**src/rtl/lane_tx_serializer.sv**
```systemverilog
// lane_tx_serializer
//   Transmit-side consumer of the 128-bit logphy data queue. Pops one word
//   per ready/valid handshake and serializes it into BEATS = 128/W lane beats
//   (W = NUM_LANES*LANE_BITS), one beat per cycle with tx_en_i high. Beat 0
//   carries the word LSBs. Back-to-back words are streamed with no bubble.
//
// Ports
//   clk, reset      clock, synchronous active-high reset
//   deq_valid_i     queue head word available
//   deq_rdy_o       word accepted this cycle (from state/tx_en_i only)
//   data_i[127:0]   queue head word
//   tx_en_i         lane clock enable; low stalls beat advance
//   lane_data_o[W]  current beat; lane j = bits [j*LANE_BITS +: LANE_BITS]
//   lane_valid_o    lane_data_o carries a beat
//   words_sent_o    fully transmitted word count, wraps at 2^16
//   parity_o        (LANE_TX_PARITY_EN only) XOR of lane_data_o
//
// Optional feature macro: LANE_TX_PARITY_EN adds parity_o.
module lane_tx_serializer #(
  parameter int NUM_LANES = 16,
  parameter int LANE_BITS = 2
) (
  input  logic                          clk,
  input  logic                          reset,
  input  logic                          deq_valid_i,
  output logic                          deq_rdy_o,
  input  logic [127:0]                  data_i,
  input  logic                          tx_en_i,
  output logic [NUM_LANES*LANE_BITS-1:0] lane_data_o,
  output logic                          lane_valid_o,
`ifdef LANE_TX_PARITY_EN
  output logic                          parity_o,
`endif
  output logic [15:0]                   words_sent_o
);

  localparam int W     = NUM_LANES * LANE_BITS;
  localparam int BEATS = 128 / W;
  localparam int BW    = (BEATS > 1) ? $clog2(BEATS) : 1;
  localparam logic [BW-1:0] LAST = BW'(BEATS - 1);

  if ((128 % W) != 0) begin : g_bad_width
    $error("lane_tx_serializer: NUM_LANES*LANE_BITS must divide 128");
  end

  typedef enum logic {IDLE = 1'b0, SEND = 1'b1} state_t;

  state_t          r_state, w_state_nxt;
  logic [BW-1:0]   r_beat_cnt, w_beat_cnt_nxt;
  logic [127:0]    r_word;
  logic [15:0]     r_words_sent;
  logic            w_rdy, w_load, w_done;

  // Next-state logic. Ready depends only on state, beat position and tx_en_i
  // so the queue can present valid as a function of ready without a loop.
  always_comb begin
    w_state_nxt    = r_state;
    w_beat_cnt_nxt = r_beat_cnt;
    w_rdy          = 1'b0;
    w_load         = 1'b0;
    w_done         = 1'b0;
    case (r_state)
      IDLE: begin
        w_rdy = 1'b1;
        if (deq_valid_i) begin
          w_load         = 1'b1;
          w_beat_cnt_nxt = '0;
          w_state_nxt    = SEND;
        end
      end
      SEND: begin
        if (tx_en_i) begin
          if (r_beat_cnt == LAST) begin
            w_done         = 1'b1;
            w_rdy          = 1'b1;
            w_beat_cnt_nxt = '0;
            if (deq_valid_i) w_load = 1'b1;
            else             w_state_nxt = IDLE;
          end else begin
            w_beat_cnt_nxt = r_beat_cnt + 1'b1;
          end
        end
      end
      default: w_state_nxt = IDLE;
    endcase
    // Nothing is accepted while held in reset.
    if (reset) begin
      w_rdy  = 1'b0;
      w_load = 1'b0;
    end
  end

  always_ff @(posedge clk) begin
    if (reset) begin
      r_state      <= IDLE;
      r_beat_cnt   <= '0;
      r_word       <= '0;
      r_words_sent <= '0;
    end else begin
      r_state    <= w_state_nxt;
      r_beat_cnt <= w_beat_cnt_nxt;
      if (w_load) r_word <= data_i;
      if (w_done) r_words_sent <= r_words_sent + 16'd1;
    end
  end

  assign deq_rdy_o    = w_rdy;
  assign lane_valid_o = (r_state == SEND);
  assign lane_data_o  = (r_state == SEND) ? r_word[int'(r_beat_cnt)*W +: W] : '0;
  assign words_sent_o = r_words_sent;

`ifdef LANE_TX_PARITY_EN
  // lane_data_o is already 0 in IDLE, so parity is 0 there as well.
  assign parity_o = ^lane_data_o;
`endif

endmodule

```
**config.mk**
```make
export PLATFORM = sky130hd
export DESIGN_NAME = lane_tx_serializer
export DESIGN_NICKNAME = d
export VERILOG_FILES = /design/src/rtl/lane_tx_serializer.sv
export SDC_FILE = /design/constraint.sdc
export NUM_CORES = 1
export LEC_CHECK = 0
export ABC_AREA = 1
export CAP_MARGIN = 20
export CORE_UTILIZATION = 48
export DETAILED_ROUTE_END_ITERATION = 16
export GPL_TIMING_DRIVEN = 0
export HOLD_SLACK_MARGIN = 0.02
export PLACE_DENSITY = 0.86
export SLEW_MARGIN = 20
export SYNTH_ARGS = -nofsm -noshare
export SYNTH_HDL_FRONTEND = slang
export SYNTH_SLANG_ARGS = --single-unit
export TNS_END_PERCENT = 5
```
**constraint.sdc**
```tcl
create_clock -name clk -period 2 [get_ports clk]
set_clock_uncertainty 0.1 [all_clocks]
set_input_delay 0.3 -clock clk [delete_from_list [all_inputs] [get_ports clk]]
set_output_delay 0.3 -clock clk [all_outputs]
set_load 0.05 [all_outputs]
```
==> flow_summary.json, run 1 <==
{
  "status": "complete, but fails checks",
  "violations": "negative setup slack",
  "cp_slowest_stage_delay_ns": 0.41,
  "crit_slowest_cell": "dfxtp_4",
  "grt_start_max_net_pins": 17,
  "clockBufferDepth": 2,
  "syn-num-nets": 1096,
  "insertion_delay_ns": 0.43,
  "grt-ovfl-total": 0,
  "start_util_pct": 49.7,
  "layout_commonest_cell": "nand3_1",
  "cp.arrival_ns": 1.84,
  "slew_viol_final": 0,
  "synth-adder-area-share_pct": 0.376,
  "die_h_um": 120,
  "hold_path.class": "input port to flip-flop",
  "wirelength_mm": 22.6,
  "synth_top_family_by_area": "simple AND/OR/NAND/NOR gates",
  "die_w_um": 120,
  "clock-root-buffer": "clkbuf_16",
  "power.density_nw_per_um2": 803,
  "drt_iter0_markers": 1038,
  "nNetsFinal": 1301,
  "final.min_clock_period_ns": 2.24,
  "timing.final.crit_share_pct": 112,
  "worst_pin_slew_ns": 0.584,
  "dr.pass1.iters": 5,
  "synth.distinct_cells": 19,
  "finalPower_uw": 7700,
  "cts_buffers": 17,
  "rows": 42,
  "grt_pass1_vias": 7065,
  "yosys_warnings": 0,
  "track_usage_pct": 31.2,
  "path_class": "flip-flop to output pin",
  "layout_common_cells": "nand3_1, nand2_1, nor2_1",
  "ctsHtreeMaxLevel": 4,
  "tritoncts": "yes",
  "grt_pass1_wl_mm": 34.5,
  "utilization_pct": 71.5,
  "final-hold-violation-count": 0,
  "ctsHoldBuffers": 0,
  "port-buffer-count": 181,
  "synth.avg_cell_area_um2": 6.92,
  "max_cap_violations": 0,
  "dp_hpwl_mm": 15.8,
  "ir_drop_v": 0.000661,
  "syn_area_um2": 6660,
  "drc_errors": 0,
  "synth_compound_area_share_pct": 8.93,
  "n_antenna_cell": 0,
  "layout-drive-gt1-share_pct": 13.8,
  "wl_per_cell_um": 16.7,
  "antenna_found_initial": 0,
  "num_vias": 7700,
  "end_kind": "output pin",
  "startpoint_type": "flip-flop",
  "crit_chain": "buf_12, buf_6, nor2_1, nor2_2, o21ai_2, a21oi_2, buf_6",
  "ys_ff_latch": 147,
  "synth_seq_area_share_pct": 44.2,
  "path_buf_inv": 3,
  "met3_length_mm": 2.00,
  "dieArea_um2": 14300,
  "p_leak_uw": 0.00433,
  "rsz0062_at_grt": "true",
  "met2_length_mm": 10.4,
  "syn2layout_area_growth_pct": 44.0,
  "vias_per_cell": 5.68,
  "synth_xor_area_share_pct": 0,
  "drt-met1-wl_mm": 9.14,
  "fillers": 1046,
  "crit_required_ns": 1.60,
  "synth_simple_gate_area_share_pct": 38.6,
  "synthCells": 962,
  "cts_sinks": 147,
  "setup_viol": 33,
  "gp_congestion": 0.891,
  "clk_pin_slew_worst_paths_ns": 0.06,
  "ant_nets": 0,
  "highest_layer": "met4",
  "max-slew-margin-rel_pct": 61.1,
  "io-pin-count": 182,
  "synth_mux_area_share_pct": 0,
  "critPathMaxFanout": 8,
  "fmax_ghz": 0.447,
  "coreArea_um2": 13400,
  "cp_top_family": "buffers and inverters",
  "crit_top_cell": "buf_6",
  "setup_ws_ns": -0.236
}
area by class of cell:
type	instances	area (um^2)	area share [%]
multi-input combinational	712	3290	34.3
timing repair buffer	186	1860	19.4
clock inverter	10	106	1.11
tap	176	220	2.30
clock buffer	22	474	4.95
inverter	21	78.8	0.822
buffer	82	603	6.29
sequential	147	2950	30.8
metrics by stage:
step,TNS (ns),setup slack [ns],instances,hold slack (ns),area (um^2)
after detailed placement,-21.01,-0.735,1319,0.352,8690
after global routing,-6.98,-0.286,1356,0.340,9590
after floorplan,-8.43,-0.276,962,0.269,6660
final,-5.53,-0.236,1356,0.329,9590
after global placement,-20.51,-0.720,1319,0.345,8690
after CTS,-5.20,-0.206,1357,0.323,9490
final timing paths:
path	slack [ns]	from	endpoint	depth (start not counted)
hold / removal	0.33	data_i[91]	r_word[91]$_SDFFE_PP0P_	3
hold reg to reg	0.36	r_word[39]$_SDFFE_PP0P_	r_word[39]$_SDFFE_PP0P_	2
setup / recovery	-0.24	r_beat_cnt[0]$_SDFFE_PP0P_	lane_data_o[15]	7
setup reg to reg	0.16	r_beat_cnt[0]$_SDFFE_PP0P_	r_word[33]$_SDFFE_PP0P_	7
routing by layer:
metal  vias to the layer above  track usage, %
li1                       3624               -
met1                      3526            38.9
met2                       457            50.1
met3                        93            6.89
met4                         0            17.1
met5                         -               0
power breakdown:
group	switching [uW]	leakage (uW)	internal, uW
combinational	737	0.00283	579
clock	1240	0.000289	1920
sequential	109	0.00121	3110
total	2080	0.00433	5610
timing repair:
action,CTS,global route
resized for setup,310,57
setup endpoints to repair,46,37
setup buffers,2,0
cloned,4,0
pin swaps,19,14
cell families after synthesis:
logic type | after synthesis
flip-flops | 147
adder cells (fa/ha/maj) | 2
AND/OR/NAND/NOR | 592
AO/OA/AOI/OAI | 118
buffers and inverters | 103
synth_stat cells, drive strengths merged:
master | n | area (um^2)
and2 | 1 | 6.26
nand3 | 264 | 1330
o21ai | 73 | 365
inv | 21 | 78.8
a21oi | 45 | 229
nor2 | 162 | 613
nand4 | 2 | 12.5
clkbuf | 29 | 109
buf | 53 | 338
ha | 2 | 25.0
nand2 | 163 | 612
dfxtp | 147 | 2940
sequential cells by signal, indices dropped and copies added, names as in the netlist:
name and flops:
r_word 128, words_sent_o 16, lane_valid_o 1, r_beat_cnt 2
worst reg2reg max path: stages (launching register included):
cell and delay (ns):
dfxtp_4 0.41, ha_1 0.21, nand2_1 0.13, a21oi_4 0.21
buf_4 0.21, buf_2 0.27, nand3_1 0.15, nand2_1 0.10
Note: power is estimated with default switching activity, not from simulation.
==> inputs of run 2 (changes only) <==
CTS_CLUSTER_SIZE = 12   (was not set)
SKIP_LAST_GASP = 1   (was not set)
==> flow_summary.json, run 2 (synthesis gave the netlist of run 1 again) <==
{
  "status": "complete, but fails checks",
  "violations": "negative setup slack",
  "path_class": "flip-flop to output pin",
  "r2r_slack_ns": 0.12,
  "dp_hpwl_mm": 15.8,
  "slew_viol_final": 0,
  "largest-register": "r_word",
  "clk_pin_slew_worst_paths_ns": 0.06,
  "grt-ovfl-total": 0,
  "hold_path.class": "input port to flip-flop",
  "layout-drive-gt1-share_pct": 13.6,
  "hp-start": "data_i[91]",
  "setup_viol": 46,
  "utilization_pct": 71.6,
  "r2r_start": "r_beat_cnt[0]$_SDFFE_PP0P_",
  "final-hold-violation-count": 0,
  "max-slew-margin-rel_pct": 59.4,
  "cts_buffers": 17,
  "grt_start_max_net_pins": 17,
  "ctsHtreeMaxLevel": 4,
  "cts_sinks": 147,
  "whs_endpoint": "r_word[91]$_SDFFE_PP0P_",
  "r2r_cells": 7,
  "track_usage_pct": 31.0,
  "insertion_delay_ns": 0.43,
  "end_kind": "output pin",
  "tritoncts": "yes",
  "timing.final.crit_share_pct": 113,
  "vias_per_cell": 5.65,
  "p_leak_uw": 0.00420,
  "clock-root-buffer": "clkbuf_16",
  "drt_iter0_markers": 952,
  "grt_pass1_vias": 6996,
  "setup_ws_ns": -0.264,
  "power.density_nw_per_um2": 801,
  "largest_reg_flops": 128,
  "wirelength_mm": 22.7,
  "clockBufferDepth": 2,
  "rsz0062_at_grt": "true",
  "cp.arrival_ns": 1.86,
  "startpoint_type": "flip-flop",
  "whs_path_depth": 3,
  "ir_drop_v": 0.000672,
  "critPathMaxFanout": 6,
  "coreArea_um2": 13400,
  "worst_pin_slew_ns": 0.609,
  "layout_common_cells": "nand3_1, nand2_1, nor2_1",
  "n_antenna_cell": 0,
  "dr.pass1.iters": 9,
  "max_cap_violations": 0,
  "crit_required_ns": 1.60,
  "final.min_clock_period_ns": 2.26,
  "r2r_end": "r_word[1]$_SDFFE_PP0P_",
  "port-buffer-count": 181,
  "fin_tns_setup_ns": -7.17,
  "dieArea_um2": 14300,
  "grt_pass1_wl_mm": 34.2,
  "layout_commonest_cell": "nand3_1",
  "nNetsFinal": 1304,
  "pre_cts_slack_ns": -0.735,
  "wl_per_cell_um": 16.7,
  "start_util_pct": 49.7,
  "antenna_found_initial": 0,
  "io-pin-count": 182,
  "syn2layout_area_growth_pct": 44.1,
  "num_vias": 7682,
  "ant_nets": 0,
  "die_h_um": 120,
  "drc_errors": 0,
  "fmax_ghz": 0.442,
  "die_w_um": 120,
  "gp_congestion": 0.891,
  "rows": 42
}
## run 2: cell count changes in the layout (fill, tap and decap cells not counted), sizes merged
cell           delta
buf               +1
clkbuf            +3
bufbuf            -1
dlygate4sd2      -13
clkdlybuf4s50    +17
dlymetal6s2s      -4
## run 2: layout make-up
class                           instances  area [um^2]
Sequential cell                       147         2950
Timing Repair Buffer                  189         1900
Inverter                               21         78.8
Buffer                                 82          593
Tap cell                              176          220
Fill cell                            1035         3810
Clock inverter                         10          106
Clock buffer                           22          474
Multi-Input combinational cell        712         3270
## run 2: worst max path at each step
stage | from | endpoint | slack (ns) | depth (start not counted)
6_report | r_beat_cnt[0]$_SDFFE_PP0P_ | lane_data_o[17] | -0.26 | 7
5_1_grt | r_beat_cnt[0]$_SDFFE_PP0P_ | lane_data_o[11] | -0.29 | 6
4_1_cts | r_beat_cnt[0]$_SDFFE_PP0P_ | lane_data_o[31] | -0.21 | 7
3_5_place_dp | tx_en_i | deq_rdy_o | -0.74 | 5
3_3_place_gp | tx_en_i | deq_rdy_o | -0.72 | 5
2_1_floorplan | lane_valid_o$_SDFF_PP0_ | lane_data_o[10] | -0.28 | 3
## run 2: routing by layer
metal	vias to the layer above	GRT usage [%]	part of all wire, %
met2	446	49.3	46
met4	0	17.3	4.4
met3	93	6.80	9.0
met5	-	0	0
met1	3514	38.9	40
li1	3629	-	-
## run 2: worst max-delay path, cell delays in order (launching register included)
cell     delay [ns]
dfxtp_4        0.43
buf_12         0.15
buf_6          0.13
nor2_1         0.06
nor2_1         0.10
o21ai_0        0.13
a21oi_1        0.20
buf_4          0.23
## run 2: metrics by stage
step | instances | hold WS (ns) | power, uW | instance area [um^2]
2_1_floorplan | 962 | 0.269 | 3910 | 6660
3_3_place_gp | 1319 | 0.345 | 4430 | 8690
3_5_place_dp | 1319 | 0.352 | 4450 | 8690
4_1_cts | 1357 | 0.323 | 7620 | 9450
5_1_grt | 1359 | 0.340 | 7930 | 9590
6_report | 1359 | 0.326 | 7690 | 9590
## run 2: repair_timing
| action | CTS | global route |
|---|---|---|
| setup endpoints to repair | 46 | 50 |
| cloned | 4 | 2 |
| buffers inserted | 2 | 1 |
| hold buffers | 0 | 0 |
| pin swaps | 16 | 22 |
| resized for setup | 272 | 60 |
## run 2: where the power goes
part	switching (uW)	leakage, uW	internal [uW]
Combinational	736	0.00271	584
Clock	1230	0.000289	1920
Sequential	108	0.00121	3110
